[src/rtl/branch_predict_ctrl_pkg.sv]
// Shared CPU definitions for the branch predictor: PC-source and redirect
// encodings, 2-bit counter states and the counter step function.
package branch_predict_ctrl_pkg;

  localparam int unsigned PCSRC_W = 2;
  localparam int unsigned BRSEL_W = 2;
  localparam int unsigned CNT_W   = 2;
  localparam int unsigned PERF_W  = 32;

  // EX-stage next-PC source
  typedef enum logic [PCSRC_W-1:0] {
    PCSRC_SEQ  = 2'b00,
    PCSRC_JAL  = 2'b01,
    PCSRC_JALR = 2'b10,
    PCSRC_BR   = 2'b11
  } pcsrc_e;

  // Fetch redirect select
  typedef enum logic [BRSEL_W-1:0] {
    BRSEL_PC4     = 2'b00,
    BRSEL_TGT     = 2'b01,
    BRSEL_JALR    = 2'b10,
    BRSEL_RECOVER = 2'b11
  } br_sel_e;

  // 2-bit saturating counter states; bit 1 is the taken prediction
  typedef enum logic [CNT_W-1:0] {
    CNT_SNT = 2'b00,
    CNT_WNT = 2'b01,
    CNT_WT  = 2'b10,
    CNT_ST  = 2'b11
  } cnt_e;

  localparam cnt_e CNT_RESET = CNT_WNT;

  // Saturating step toward taken (up=1) or not-taken (up=0)
  function automatic cnt_e cnt_next(input cnt_e cur, input logic up);
    cnt_e nxt;
    nxt = cur;
    if (up) begin
      if (cur != CNT_ST) nxt = cnt_e'(CNT_W'(cur) + CNT_W'(1));
    end else begin
      if (cur != CNT_SNT) nxt = cnt_e'(CNT_W'(cur) - CNT_W'(1));
    end
    return nxt;
  endfunction

endpackage

[src/rtl/sat_counter2.sv]
// One BHT entry: 2-bit up/down saturating counter, reset to weak-not-taken.
module sat_counter2
  import branch_predict_ctrl_pkg::*;
(
  input  logic             clk,
  input  logic             rst,
  input  logic             en,
  input  logic             up,
  output logic [CNT_W-1:0] count
);

  cnt_e state_q;
  cnt_e state_d;

  // Next state: step only when this entry is being trained
  always_comb begin
    state_d = state_q;
    if (en) state_d = cnt_next(state_q, up);
  end

  // State register, synchronous active-low reset
  always_ff @(posedge clk) begin
    if (!rst) state_q <= CNT_RESET;
    else      state_q <= state_d;
  end

  assign count = CNT_W'(state_q);

endmodule

[src/rtl/branch_predict_ctrl.sv]
// Branch prediction controller: BHT of 2-bit counters read at fetch and
// trained at EX, redirect/flush generation and branch perf counters.
module branch_predict_ctrl
  import branch_predict_ctrl_pkg::*;
#(
  parameter int unsigned ENTRIES = 64,
  parameter int unsigned XLEN    = 32,
  parameter int unsigned DYNAMIC = 1
) (
  input  logic               clk,
  input  logic               rst,
  input  logic [XLEN-1:0]    F_pc,
  output logic               F_pred_taken,
  input  logic               E_valid,
  input  logic               E_stall,
  input  logic [XLEN-1:0]    E_pc,
  input  logic [PCSRC_W-1:0] E_PCSrc,
  input  logic               E_BSrc,
  input  logic               E_pred_taken,
  output logic [BRSEL_W-1:0] br_sel,
  output logic               flush,
  output logic [PERF_W-1:0]  br_cnt,
  output logic [PERF_W-1:0]  miss_cnt
);

  localparam int unsigned IDX_W  = $clog2(ENTRIES);
  localparam bit          DYN_EN = (DYNAMIC != 0);

  logic [IDX_W-1:0]              f_idx;
  logic [IDX_W-1:0]              e_idx;
  logic                          resolve;
  logic                          mispredict;
  logic [ENTRIES-1:0]            upd;
  logic [ENTRIES-1:0][CNT_W-1:0] cnt;
  logic                          unused_bits;

  // Word-aligned PC bits select the BHT entry
  assign f_idx = F_pc[IDX_W+1:2];
  assign e_idx = E_pc[IDX_W+1:2];

  // A conditional branch resolves once, in the first unstalled EX cycle
  assign resolve    = E_valid & ~E_stall & (pcsrc_e'(E_PCSrc) == PCSRC_BR);
  assign mispredict = resolve & (E_BSrc ^ E_pred_taken);

  // BHT: one saturating counter per entry; static mode never trains
  for (genvar i = 0; i < ENTRIES; i++) begin : g_bht
    assign upd[i] = DYN_EN & resolve & (e_idx == IDX_W'(i));

    sat_counter2 u_cnt (
      .clk   (clk),
      .rst   (rst),
      .en    (upd[i]),
      .up    (E_BSrc),
      .count (cnt[i])
    );
  end

  // Prediction reads the registered counter, so a same-cycle update is not seen
  assign F_pred_taken = rst & DYN_EN & cnt[f_idx][1];

  // Redirect select and flush: jumps first, then branch mispredict recovery
  always_comb begin
    br_sel = BRSEL_PC4;
    flush  = 1'b0;
    if (rst && E_valid && !E_stall) begin
      unique case (pcsrc_e'(E_PCSrc))
        PCSRC_JAL: begin
          br_sel = BRSEL_TGT;
          flush  = 1'b1;
        end
        PCSRC_JALR: begin
          br_sel = BRSEL_JALR;
          flush  = 1'b1;
        end
        PCSRC_BR: begin
          if (mispredict) begin
            br_sel = E_BSrc ? BRSEL_TGT : BRSEL_RECOVER;
            flush  = 1'b1;
          end
        end
        default: begin
          br_sel = BRSEL_PC4;
          flush  = 1'b0;
        end
      endcase
    end
  end

  // Saturating perf counters for resolved and mispredicted branches
  always_ff @(posedge clk) begin
    if (!rst) begin
      br_cnt   <= '0;
      miss_cnt <= '0;
    end else begin
      if (resolve && (br_cnt != '1))      br_cnt   <= br_cnt + PERF_W'(1);
      if (mispredict && (miss_cnt != '1)) miss_cnt <= miss_cnt + PERF_W'(1);
    end
  end

  // PC bits outside the index and counter LSBs do not feed any logic
  assign unused_bits = ^{F_pc[XLEN-1:IDX_W+2], F_pc[1:0],
                         E_pc[XLEN-1:IDX_W+2], E_pc[1:0], cnt};

endmodule

[config.mk]
export PLATFORM = sky130hd
export DESIGN_NAME = branch_predict_ctrl
export DESIGN_NICKNAME = d
export VERILOG_FILES = /design/src/rtl/branch_predict_ctrl_pkg.sv /design/src/rtl/sat_counter2.sv /design/src/rtl/branch_predict_ctrl.sv
export SDC_FILE = /design/constraint.sdc
export NUM_CORES = 1
export LEC_CHECK = 0
export BUFFER_PORTS_ARGS = -buffer_cell sky130_fd_sc_hd__buf_2
export CAP_MARGIN = 0
export CORE_ASPECT_RATIO = 0.7
export CORE_UTILIZATION = 30
export DETAILED_ROUTE_END_ITERATION = 10
export GPL_TIMING_DRIVEN = 0
export PLACE_DENSITY = 0.5
export RECOVER_POWER = 100
export SLEW_MARGIN = 15
export SYNTH_ARGS = -nofsm -noshare
export SYNTH_HDL_FRONTEND = slang
export SYNTH_SLANG_ARGS = --single-unit
[constraint.sdc]
create_clock -name clk -period 2.84 [get_ports clk]
set_input_delay 0.142 -clock clk [delete_from_list [all_inputs] [get_ports clk]]
set_output_delay 0.142 -clock clk [all_outputs]
set_load 0.02 [all_outputs]
==> results.md, run 1 <==
- Pwr/cell area: 489 nW/um2
- HP Start: rst
- Die H: 156 um
- Cell mode on critical path: clkbuf_1
- H-tree levels: 4
- Post-synth EDFFs: 0
- Fmax: 377 MHz
- Largest net degree at the start of global routing: 17
- Vias in the first global route: 9,192
- Critical Path Fanout Max: 10
- Mapped cell area: 10,200 um2
- Initial Util: 30.5%
- Syn_area_per_cell: 8.05 um2
- RSZ-0062 raised after global routing: false
- Failing checks: capacitance limit
- Clk pin slew, worst setup/hold paths: 0.07 ns
- Inserted Clock Buffers: 17
- Yosys reg bits: 192
- Most frequent cell after synthesis: dfxtp_1
- Clock Skews: 0.00956 ns
- Synth top area cells: dfxtp_1 (38%), o21ai_0 (8.8%), a21oi_1 (5.4%)
- IO buf count: 84
- Final weighted congestion in routability-driven placement: 0.862
- Synth top area share: 37.6%
- Vias: 10,430
- Outcome: finished with violations
- DR pass1 iterations: 5
- Final setup vio count: 0
- Die area: 34,800 um2
- Global-route wire length before repair: 55,500 um
- Register area share after synthesis: 37.6%
- Post-synth ARST share: 0%
- Vias/cell: 5.73
- Post-CTS sizing: 0
- Syn Inst Count: 1,269
- Clock sink total: 192
- Critical Path Start Type: input port
- P_leak: 3.66 nW
- CP max stage cell: nor4bb_1
- Core Region: 33,500 um2
- Worst-Margin Slew: 1.46 ns
- Initial antenna violation count: 0
- Cell taking the most area after synthesis: dfxtp_1
- Area growth, synth to finish: 13.8%
- Crit path from: E_pc[4]
- Die width: 223 um
- Diodes inserted: 0
- Synthesis warning total: 0
- Worst Hold Class: input port to flop
- Critical Path Max Stage Delay: 1.26 ns
- R2R depth: 5
- Post-CTS Setup Bufs: 0
- Pins Over Slew Limit: 0
- Most instantiated cells after synthesis: dfxtp_1 (192), o21ai_0 (180), nor2_1 (126)
- Post-detail-place hpwl: 26,900 um
- Placement Rows: 56
- Final count of hold timing violations: 0
- Gr usage total: 20.9%
- Average wire per standard cell: 20.2 um
- Total power: 5.69 mW
- Final #Nets: 1,450
- Ports: 140
- Reg2reg start: miss_cnt[13]
- WL final: 36,800 um
- Worst slew margin: 1.61%
- Share of layout cells above drive strength 1: 6.06%
- CP Data Arrival Time: 2.98 ns
- Period utilization: 93.3%
- GR Overflow Total: 0
- Clk Latency, worst-skew pair: 0.46 ns
- Root Buffer: clkbuf_16
- Top FF cell, synth: dfxtp_1
- CTS tree: built
- Max IR drop VDD: 0.500 mV
- # hold bufs at CTS: 0
- Antenna viol nets, final: 0
- Residual DRC: 0
- CP Capture Type: flop
- Min Tclk post-route: 2.65 ns
- Hold depth: 3
- Clock buffer depth: 2
- Setup tns final: 0 ns
- Initial detailed-routing violation count: 1,226
- CP cell instances: clkbuf_1, clkbuf_1, nor4bb_1, nand3_1, o311ai_0
- Total of max-cap violations: 1
- Critical path class: input port to flop
- Syn nets: 1,345
- Yosys cell types: 64
- WP data required: 3.17 ns
placed cells by master (no fill, tap or decap), types with 6 or more instances in the layout:
master,count
nor4_1,13
nand4_1,21
or3_1,21
clkbuf_1,149
clkbuf_16,17
buf_1,6
inv_1,15
o311ai_0,53
nand2_1,84
nand2b_1,7
mux4_2,17
o21ai_0,186
dfxtp_1,192
and3_1,19
o31ai_1,23
mux2i_1,12
nor3_1,16
nand3_1,66
and4_1,8
xnor2_1,6
o21a_1,9
a22oi_1,7
or4_1,26
and2_1,53
a211oi_1,6
nor2_1,126
a21o_1,9
a21oi_1,110
buf_2,16
flip-flops by register name, summed over array words and instances, names as in the netlist:
register / count
br_cnt: 32
g_bht.u_cnt.count: 128
miss_cnt: 32
where the power goes:
group	switching (mW)	leakage [nW]	internal (mW)
combinational	0.312	1.84	0.138
clock	1.10	0.276	1.35
sequential	0.0522	1.55	2.73
through the flow:
| stage | hold slack [ns] | setup slack, ns | utilization [%] | cells | area (um2) |
|---|---|---|---|---|---|
| floorplan | 0.457 | 0.698 | - | 1269 | 10200 |
| global placement | 0.469 | 0.0208 | 33.4 | 1788 | 11200 |
| detailed placement | 0.474 | -0.0319 | 33.5 | 1790 | 11200 |
| CTS | 0.103 | 0.276 | 35.2 | 1820 | 11800 |
| global route | 0.162 | 0.0569 | 34.7 | 1820 | 11600 |
| finish | 0.125 | 0.190 | 34.7 | 1820 | 11600 |
final timing paths:
kind | to | slack, ns
setup / recovery | g_bht[38].u_cnt.count[0] | 0.19
hold / removal | miss_cnt[29] | 0.12
setup reg to reg | miss_cnt[26] | 0.26
hold reg to reg | g_bht[52].u_cnt.count[1] | 0.49
layer usage:
| metal | GRT usage (%) | vias up | routed length, um | share of wire [%] |
|---|---|---|---|---|
| li1 | - | 4992 | - | - |
| met1 | 32.1 | 5108 | 18900 | 51 |
| met2 | 28.4 | 293 | 14800 | 40 |
| met3 | 4.34 | 37 | 2600 | 7.1 |
| met4 | 6.44 | 0 | 528 | 1.4 |
| met5 | 0 | - | 0 | 0 |
worst max-delay path: cells and delay by family:
kind / cells / cell delay, ns
compound gates: 1 / 0.52
buf+inv: 2 / 0.59
simple gates: 2 / 1.73
logic make-up after synthesis:
logic type               after synthesis  share of synthesized area (%)
multiplexers                          30                           5.03
adder cells (fa/ha/maj)                4                          0.490
XOR/XNOR                              11                           1.02
AO/OA/AOI/OAI                        429                           25.3
AND/OR/NAND/NOR                      498                           26.3
buffers and inverters                105                           4.26
flip-flops                           192                           37.6
area by class of cell:
class	count	area, um2
buffer	89	353
clock buffer	24	482
clock inverter	6	82.6
fill	3560	21900
inverter	16	60.1
multi-input combinational	972	5910
sequential	192	3840
tap	435	544
timing repair buffer	86	348
(Power assumes the default switching activity.)
==> run 2, diff against run 1 <==
--- a/config.mk
+++ b/config.mk
@@ -13,6 +13,7 @@
 export GPL_TIMING_DRIVEN = 0
 export PLACE_DENSITY = 0.5
 export RECOVER_POWER = 100
+export REMOVE_ABC_BUFFERS = 1
 export SLEW_MARGIN = 15
 export SYNTH_ARGS = -nofsm -noshare
 export SYNTH_HDL_FRONTEND = slang
==> run 2 against run 1 <==
Compared with the run above: the flow now finishes without violations; via count fell by 7.7%; largest power group unchanged; critical endpoint is now miss_cnt[4]; register-to-register slack barely moved; global-route usage fell by 3.8 points; largest cell class unchanged; clock power rose by 3%; final area fell by 1.4%; worst setup slack improved by 0.068 ns; non-clock buffer count fell by 81; core utilization fell by 0.50 points; worst hold slack got worse by 0.040 ns; final cell count fell by 4.3%.
==> results.md, run 2 (same netlist as run 1, synthesis figures left out) <==
- Outcome: finished, final reports clean (was finished with violations)
- Initial detailed-routing violation count: 797 (was 1,226)
- Clk Latency, worst-skew pair: 0.45 ns (was 0.46 ns)
- CP Capture Type: flop (unchanged)
- Gr usage total: 17.1% (was 20.9%)
- Critical path class: flop to flop (was input port to flop)
- Commonest cells after routing, fill and taps aside: dfxtp_1 (192), o21ai_0 (180), nor2_1 (124) (was dfxtp_1 (192), o21ai_0 (186), clkbuf_1 (149))
- Critical Path Max Stage Delay: 0.75 ns (was 1.26 ns)
- R2R depth: 5 (unchanged)
- Area growth, synth to finish: 12.1% (was 13.8%)
- Critical Path Fanout Max: 11 (was 10)
- CP max stage cell: o31ai_2 (was nor4bb_1)
- Placement Rows: 56 (unchanged)
- Commonest non-fill, non-tap cell in the layout: dfxtp_1 (unchanged)
- Die width: 223 um (unchanged)
- Buf/Inv on CP: 0 (was 2)
- Hold depth: 2 (was 3)
- Die H: 156 um (unchanged)
- Ports: 140 (unchanged)
- Antenna viol nets, final: 0 (unchanged)
- FILL cells: 3,501 (was 3,560)
- Clock Skews: 0.00859 ns (was 0.00956 ns)
- DR pass1 iterations: 5 (unchanged)
- Diodes inserted: 0 (unchanged)
- Initial Util: 30.5% (unchanged)
- Final count of hold timing violations: 0 (unchanged)
- Residual DRC: 0 (unchanged)
- Vias in the first global route: 8,730 (was 9,192)
- Finished Layout Cells: 1,741 (was 1,820)
- Min Hold Slack: 0.0844 ns (was 0.125 ns)
- Final core occ: 34.2% (was 34.7%)
- Initial antenna violation count: 0 (unchanged)
- CTS tree: built (unchanged)
- Global-route wire length before repair: 48,000 um (was 55,500 um)
- Levels on crit path: 5 (unchanged)
- Clock buffer depth: 2 (unchanged)
- FF-to-FF setup slack: 0.26 ns (about the same)
- Dpl cells: 1,709 (was 1,790)
- Pwr/cell area: 498 nW/um2 (was 489 nW/um2)
- Die area: 34,800 um2 (unchanged)
- Total of max-cap violations: 0 (was 1)
- Pins Over Slew Limit: 0 (unchanged)
- CP cell instances: nand3_1, or4_1, o31ai_2, o21ai_0, a21oi_1 (was clkbuf_1, clkbuf_1, nor4bb_1, nand3_1, o311ai_0)
- WL final: 29,500 um (was 36,800 um)
- IO buf count: 87 (was 84)
- WP data required: 3.22 ns (was 3.17 ns)
- Max IR drop VDD: 0.421 mV (was 0.500 mV)
- Core Region: 33,500 um2 (unchanged)
- Average wire per standard cell: 16.9 um (was 20.2 um)
- Clk pin slew, worst setup/hold paths: 0.07 ns (about the same)
- Critical Path Start Type: flop (was input port)
- Inserted Clock Buffers: 17 (unchanged)
- # hold bufs at CTS: 0 (unchanged)
- Worst slew margin: 3.59% (was 1.61%)
- Crit path from: miss_cnt[13] (was E_pc[4])
- RSZ-0062 raised after global routing: false (unchanged)
- Fmax: 387 MHz (was 377 MHz)
- Vias/cell: 5.53 (was 5.73)
- Root Buffer: clkbuf_16 (unchanged)
- Clock sink total: 192 (unchanged)
- Final #Nets: 1,369 (was 1,450)
- P_leak: 3.63 nW (was 3.66 nW)
- Largest net degree at the start of global routing: 104 (was 17)
- Reg2reg start: miss_cnt[13] (unchanged)
- Final weighted congestion in routability-driven placement: 0.745 (was 0.862)
- Max FFs per register: 128 (unchanged)
- Final setup vio count: 0 (unchanged)
- Worst-Margin Slew: 1.43 ns (was 1.46 ns)
- Worst Hold Class: input port to flop (unchanged)
- CP Data Arrival Time: 2.96 ns (was 2.98 ns)
- Vias: 9,624 (was 10,430)
- Min Tclk post-route: 2.58 ns (was 2.65 ns)
- Share of layout cells above drive strength 1: 7.20% (was 6.06%)
- Period utilization: 90.9% (was 93.3%)
- R2R Path End: miss_cnt[4] (was miss_cnt[26])
- Cell family with most CP delay: compound AO/OA/AOI/OAI gates (was simple AND/OR/NAND/NOR gates)
- H-tree levels: 4 (unchanged)
- Post-detail-place hpwl: 18,900 um (was 26,900 um)
- Worst setup path end: miss_cnt[4] (was g_bht[38].u_cnt.count[0])
- GR Overflow Total: 0 (unchanged)
==> run 2: stage by stage <==
| stage | TNS [ns] | setup WS, ns | power (mW) | area, um2 |
|---|---|---|---|---|
| floorplan | 0 | 0.308 | 3.02 | 9840 |
| global placement | -206.65 | -1.92 | 3.21 | 10800 |
| detailed placement | -0.0451 | -0.0205 | 3.24 | 11000 |
| CTS | 0 | 0.274 | 5.78 | 11600 |
| global route | 0 | 0.0215 | 5.94 | 11500 |
| finish | 0 | 0.257 | 5.71 | 11500 |
==> run 2: worst min-delay path by stage <==
stage | start | end | slack (ns)
floorplan | rst | g_bht[0].u_cnt.count[0] | 0.20
global placement | g_bht[37].u_cnt.count[0] | g_bht[37].u_cnt.count[1] | 0.47
detailed placement | g_bht[18].u_cnt.count[0] | g_bht[18].u_cnt.count[1] | 0.47
CTS | rst | g_bht[57].u_cnt.count[0] | 0.08
global route | rst | g_bht[41].u_cnt.count[0] | 0.10
finish | rst | g_bht[41].u_cnt.count[0] | 0.08
==> run 2: cell type report <==
cell class	count	area (um2)	share of cell area (%)
clock inverter	12	140	1.22
timing repair buffer	94	492	4.29
tap	435	544	4.75
clock buffer	20	457	3.98
multi-input combinational	972	5920	51.6
inverter	16	65.1	0.568
sequential	192	3840	33.5
==> run 2: timing repair <==
| action | CTS | global route |
|---|---|---|
| setup buffers | 0 | 0 |
| endpoints found under the setup margin | 0 | 1 |
| gates resized for setup | 0 | 1 |
| endpoints found under the hold margin | 0 | 0 |
==> run 2: report_power, final <==
part	switching, mW	total [mW]	internal [mW]
sequential	0.0446	2.78	2.73
combinational	0.263	0.394	0.131
clock	1.12	2.54	1.42
total	1.43	5.71	4.29
==> run 2: per-layer routing <==
| layer | wire, um | share of wire [%] | global-route usage, % | vias to the layer above |
|---|---|---|---|---|
| li1 | - | - | - | 4809 |
| met1 | 15400 | 52 | 24.9 | 4644 |
| met2 | 12700 | 43 | 25.6 | 156 |
| met3 | 1200 | 4.1 | 3.79 | 15 |
| met4 | 154 | 0.52 | 3.35 | 0 |
| met5 | 0 | 0 | 0 | - |
==> run 3, diff against run 2 <==
--- a/config.mk
+++ b/config.mk
@@ -7,7 +7,6 @@
 export LEC_CHECK = 0
 export BUFFER_PORTS_ARGS = -buffer_cell sky130_fd_sc_hd__buf_2
 export CAP_MARGIN = 0
-export CORE_ASPECT_RATIO = 0.7
 export CORE_UTILIZATION = 30
 export DETAILED_ROUTE_END_ITERATION = 10
 export GPL_TIMING_DRIVEN = 0
@@ -17,4 +16,5 @@
 export SLEW_MARGIN = 15
 export SYNTH_ARGS = -nofsm -noshare
 export SYNTH_HDL_FRONTEND = slang
+export SYNTH_HIERARCHICAL = 1
 export SYNTH_SLANG_ARGS = --single-unit
==> run 3 against run 2 <==
Compared with the run above: critical path depth up 1; synthesized area up 2.9%; via count up 5.9%; clock skew up 0.0020 ns; non-clock buffer count down 3; critical path type is now input port to primary output; critical endpoint is now F_pred_taken; largest power group unchanged.
==> results.md, run 3 <==
- FF-to-FF setup slack: 0.22 ns (was 0.26 ns)
- Placement Setup Slack: -0.459 ns (was -0.0205 ns)
- Cell taking the most area after synthesis: dfxtp_1 (unchanged)
- Die width: 189 um (was 223 um)
- WL final: 28,600 um (was 29,500 um)
- Placement Rows: 68 (was 56)
- Synth top area cells: dfxtp_1 (37%), nand2_1 (9.1%), a21oi_1 (8.4%) (was dfxtp_1 (38%), o21ai_0 (8.8%), a21oi_1 (5.4%))
- Buf/Inv on CP: 4 (was 0)
- Hold depth: 2 (unchanged)
- Worst-Margin Slew: 0.993 ns (was 1.43 ns)
- Reg2reg start: miss_cnt[17] (was miss_cnt[13])
- Gr usage total: 15.6% (was 17.1%)
- Yosys reg bits: 192 (unchanged)
- Setup ws final: 0.206 ns (was 0.257 ns)
- H-tree levels: 4 (unchanged)
- Max FFs per register: 128 (unchanged)
- Critical Path Start Type: input port (was flop)
- Clock buffer depth: 2 (unchanged)
- Syn_area_per_cell: 7.50 um2 (was 8.05 um2)
- Cell family with most CP delay: buffers and inverters (was compound AO/OA/AOI/OAI gates)
- Initial Util: 30.4% (was 30.5%)
- RSZ-0062 raised after global routing: false (unchanged)
- Psw: 1.39 mW (was 1.43 mW)
- Clock Skews: 0.0106 ns (was 0.00859 ns)
- Inserted Clock Buffers: 17 (unchanged)
- Commonest non-fill, non-tap cell in the layout: nand2_1 (was dfxtp_1)
- Post-synth ARST share: 0% (unchanged)
- Clock power frac: 46.0% (was 44.5%)
- GR Overflow Total: 0 (unchanged)
- Finished Layout Cells: 1,950 (was 1,741)
- R2R depth: 5 (unchanged)
- CP cell instances: buf_8, buf_8, inv_2, or3_1, o32ai_1, buf_2 (was nand3_1, or4_1, o31ai_2, o21ai_0, a21oi_1)
- Post-detail-place hpwl: 18,600 um (was 18,900 um)
- CP max stage cell: buf_8 (was o31ai_2)
- Die H: 189 um (was 156 um)
- Most frequent cell after synthesis: nand2_1 (was dfxtp_1)
- Initial detailed-routing violation count: 708 (was 797)
- Setup tns final: 0 ns (unchanged)
- # hold bufs at CTS: 0 (unchanged)
- Internal power: 4.36 mW (was 4.29 mW)
- Critical Path Fanout Max: 117 (was 11)
- Worst Hold Class: input port to flop (unchanged)
- Average wire per standard cell: 14.7 um (was 16.9 um)
- Total of max-cap violations: 0 (unchanged)
- Combinational share of power: 5.8% (was 6.9%)
- Core Region: 34,500 um2 (was 33,500 um2)
- Max IR drop VDD: 0.361 mV (was 0.421 mV)
- Register area share after synthesis: 36.5% (was 37.6%)
- Sequential share of power: 48.2% (was 48.6%)
- Area growth, synth to finish: 14.4% (was 12.1%)
- Pwr/cell area: 478 nW/um2 (was 498 nW/um2)
- Vias in the first global route: 9,001 (was 8,730)
- Min Tclk post-route: 2.63 ns (was 2.58 ns)
- Critical path class: input port to primary output (was flop to flop)
- Final core occ: 34.8% (was 34.2%)
- R2R Path End: miss_cnt[11] (was miss_cnt[4])
- DR pass1 iterations: 5 (unchanged)
- Final weighted congestion in routability-driven placement: 0.762 (was 0.745)
- Final #Nets: 1,558 (was 1,369)
- Vias/cell: 5.22 (was 5.53)
- Mapped cell area: 10,500 um2 (was 10,200 um2)
- Antenna viol nets, final: 0 (unchanged)
- Total power: 5.75 mW (was 5.71 mW)
- GR Layer Usage met1: 20.8% (was 24.9%)
- Clock sink total: 192 (unchanged)
- CP Data Arrival Time: 2.49 ns (was 2.96 ns)
- CTS tree: built (unchanged)
- Synthesis warning total: 6 (was 0)
- Global-route wire length before repair: 45,500 um (was 48,000 um)
- Largest net degree at the start of global routing: 118 (was 104)
- Met2 Resource Use GR: 25.7% (was 25.6%)
- Dpl cells: 1,917 (was 1,709)
- Root Buffer: clkbuf_16 (unchanged)
- Post-CTS Setup Bufs: 0 (unchanged)
- WP data required: 2.70 ns (was 3.22 ns)
- Final count of hold timing violations: 0 (unchanged)
- Period utilization: 92.8% (was 90.9%)
- Pins Over Slew Limit: 0 (unchanged)
- Initial antenna violation count: 1 (was 0)
- Clk Latency, worst-skew pair: 0.44 ns (was 0.45 ns)
- Synth top area share: 36.5% (was 37.6%)
- GRT busiest layer: met2 (unchanged)
- Vias: 10,188 (was 9,624)
- Syn Inst Count: 1,403 (was 1,269)
- Yosys cell types: 53 (was 64)
- P_leak: 4.41 nW (was 3.63 nW)
- Share of layout cells above drive strength 1: 5.42% (was 7.20%)
- Clk pin slew, worst setup/hold paths: 0.07 ns (about the same)
- IO buf count: 87 (unchanged)
- Cell mode on critical path: buf_8
- Ports: 140 (unchanged)
- Most instantiated cells after synthesis: nand2_1 (256), dfxtp_1 (192), a21oi_1 (176) (was dfxtp_1 (192), o21ai_0 (180), nor2_1 (126))
- Final setup vio count: 0 (unchanged)
- Worst slew margin: 33.6% (was 3.59%)
- Commonest cells after routing, fill and taps aside: nand2_1 (256), dfxtp_1 (192), a21oi_1 (176) (was dfxtp_1 (192), o21ai_0 (180), nor2_1 (124))
- GR Util met3: 2.37% (was 3.79%)
- Residual DRC: 0 (unchanged)
- CP Capture Type: primary output (was flop)
- Outcome: finished, final reports clean (unchanged)
- Die area: 35,800 um2 (was 34,800 um2)
- Switch share: 24.2% (was 25.0%)
- Post-synth EDFFs: 0 (unchanged)
- Critical Path Max Stage Delay: 0.54 ns (was 0.75 ns)
- Top FF cell, synth: dfxtp_1 (unchanged)
- HP Start: rst (unchanged)
- Fmax: 380 MHz (was 387 MHz)
- Worst Hold Path EP: g_bht[26].u_cnt/count[0] (was g_bht[41].u_cnt.count[0])
run 3: per-stage QoR:
step / cell area [um2] / hold slack, ns
6_report: 12000 / 0.141
3_5_place_dp: 11500 / 0.485
3_3_place_gp: 11400 / 0.476
5_1_grt: 12000 / 0.176
2_1_floorplan: 10400 / 0.222
4_1_cts: 12100 / 0.171
run 3: cell type report:
class / count / area (um2)
clock buffers: 19 / 453
fillers: 3711 / 22500
inverters: 11 / 41.3
well taps: 455 / 569
flip-flops and latches: 192 / 3840
clock inverters: 12 / 184
repair buffers: 91 / 437
diodes: 1 / 2.50
multi-input cells: 1169 / 6500
run 3: layer usage:
metal / up-vias / part of all wire [%]
met3: 27 / 2.7
li1: 5203 / -
met2: 144 / 46
met1: 4814 / 50
met4: 0 / 1.5
met5: - / 0
run 3: how the worst max path moves through the flow:
stage / start / endpoint / slack (ns) / cells past startpoint
2_1_floorplan: miss_cnt[17] / miss_cnt[13] / 0.27 / 5
3_3_place_gp: rst / F_pred_taken / -4.12 / 5
3_5_place_dp: E_PCSrc[0] / miss_cnt[28] / -0.46 / 7
4_1_cts: E_PCSrc[0] / g_bht[15].u_cnt/count[0] / 0.22 / 8
5_1_grt: miss_cnt[17] / miss_cnt[11] / 0.009 / 5
6_report: rst / F_pred_taken / 0.21 / 6
run 3: what timing repair did:
item / 4_1_cts / 5_1_grt
cloned: 0 / 1
pin swaps: 0 / 1
setup endpoints to repair: 8 / 7
endpoints found under the hold margin: 0 / 0
gates resized for setup: 2 / 0
run 3: power by group through the flow:
stage / clock (mW) / combinational [mW] / sequential, mW
final: 2.65 / 0.333 / 2.77
after global routing: 2.83 / 0.369 / 2.78
after CTS: 2.73 / 0.337 / 2.77
after floorplan: 0 / 0.149 / 2.82
after global placement: 0 / 0.331 / 2.83
after detailed placement: 0 / 0.335 / 2.83
run 3: kinds of logic after synthesis:
logic type / count (synthesis) / synth area share (%)
and+or+nand+nor: 695 / 32.1
buffers and inverters: 43 / 1.69
DFF: 192 / 36.5
AOI/OAI and AO/OA: 433 / 23.9
xor gates and xnor gates: 4 / 0.333
adders and majority gates: 4 / 0.476
muxes: 32 / 4.96
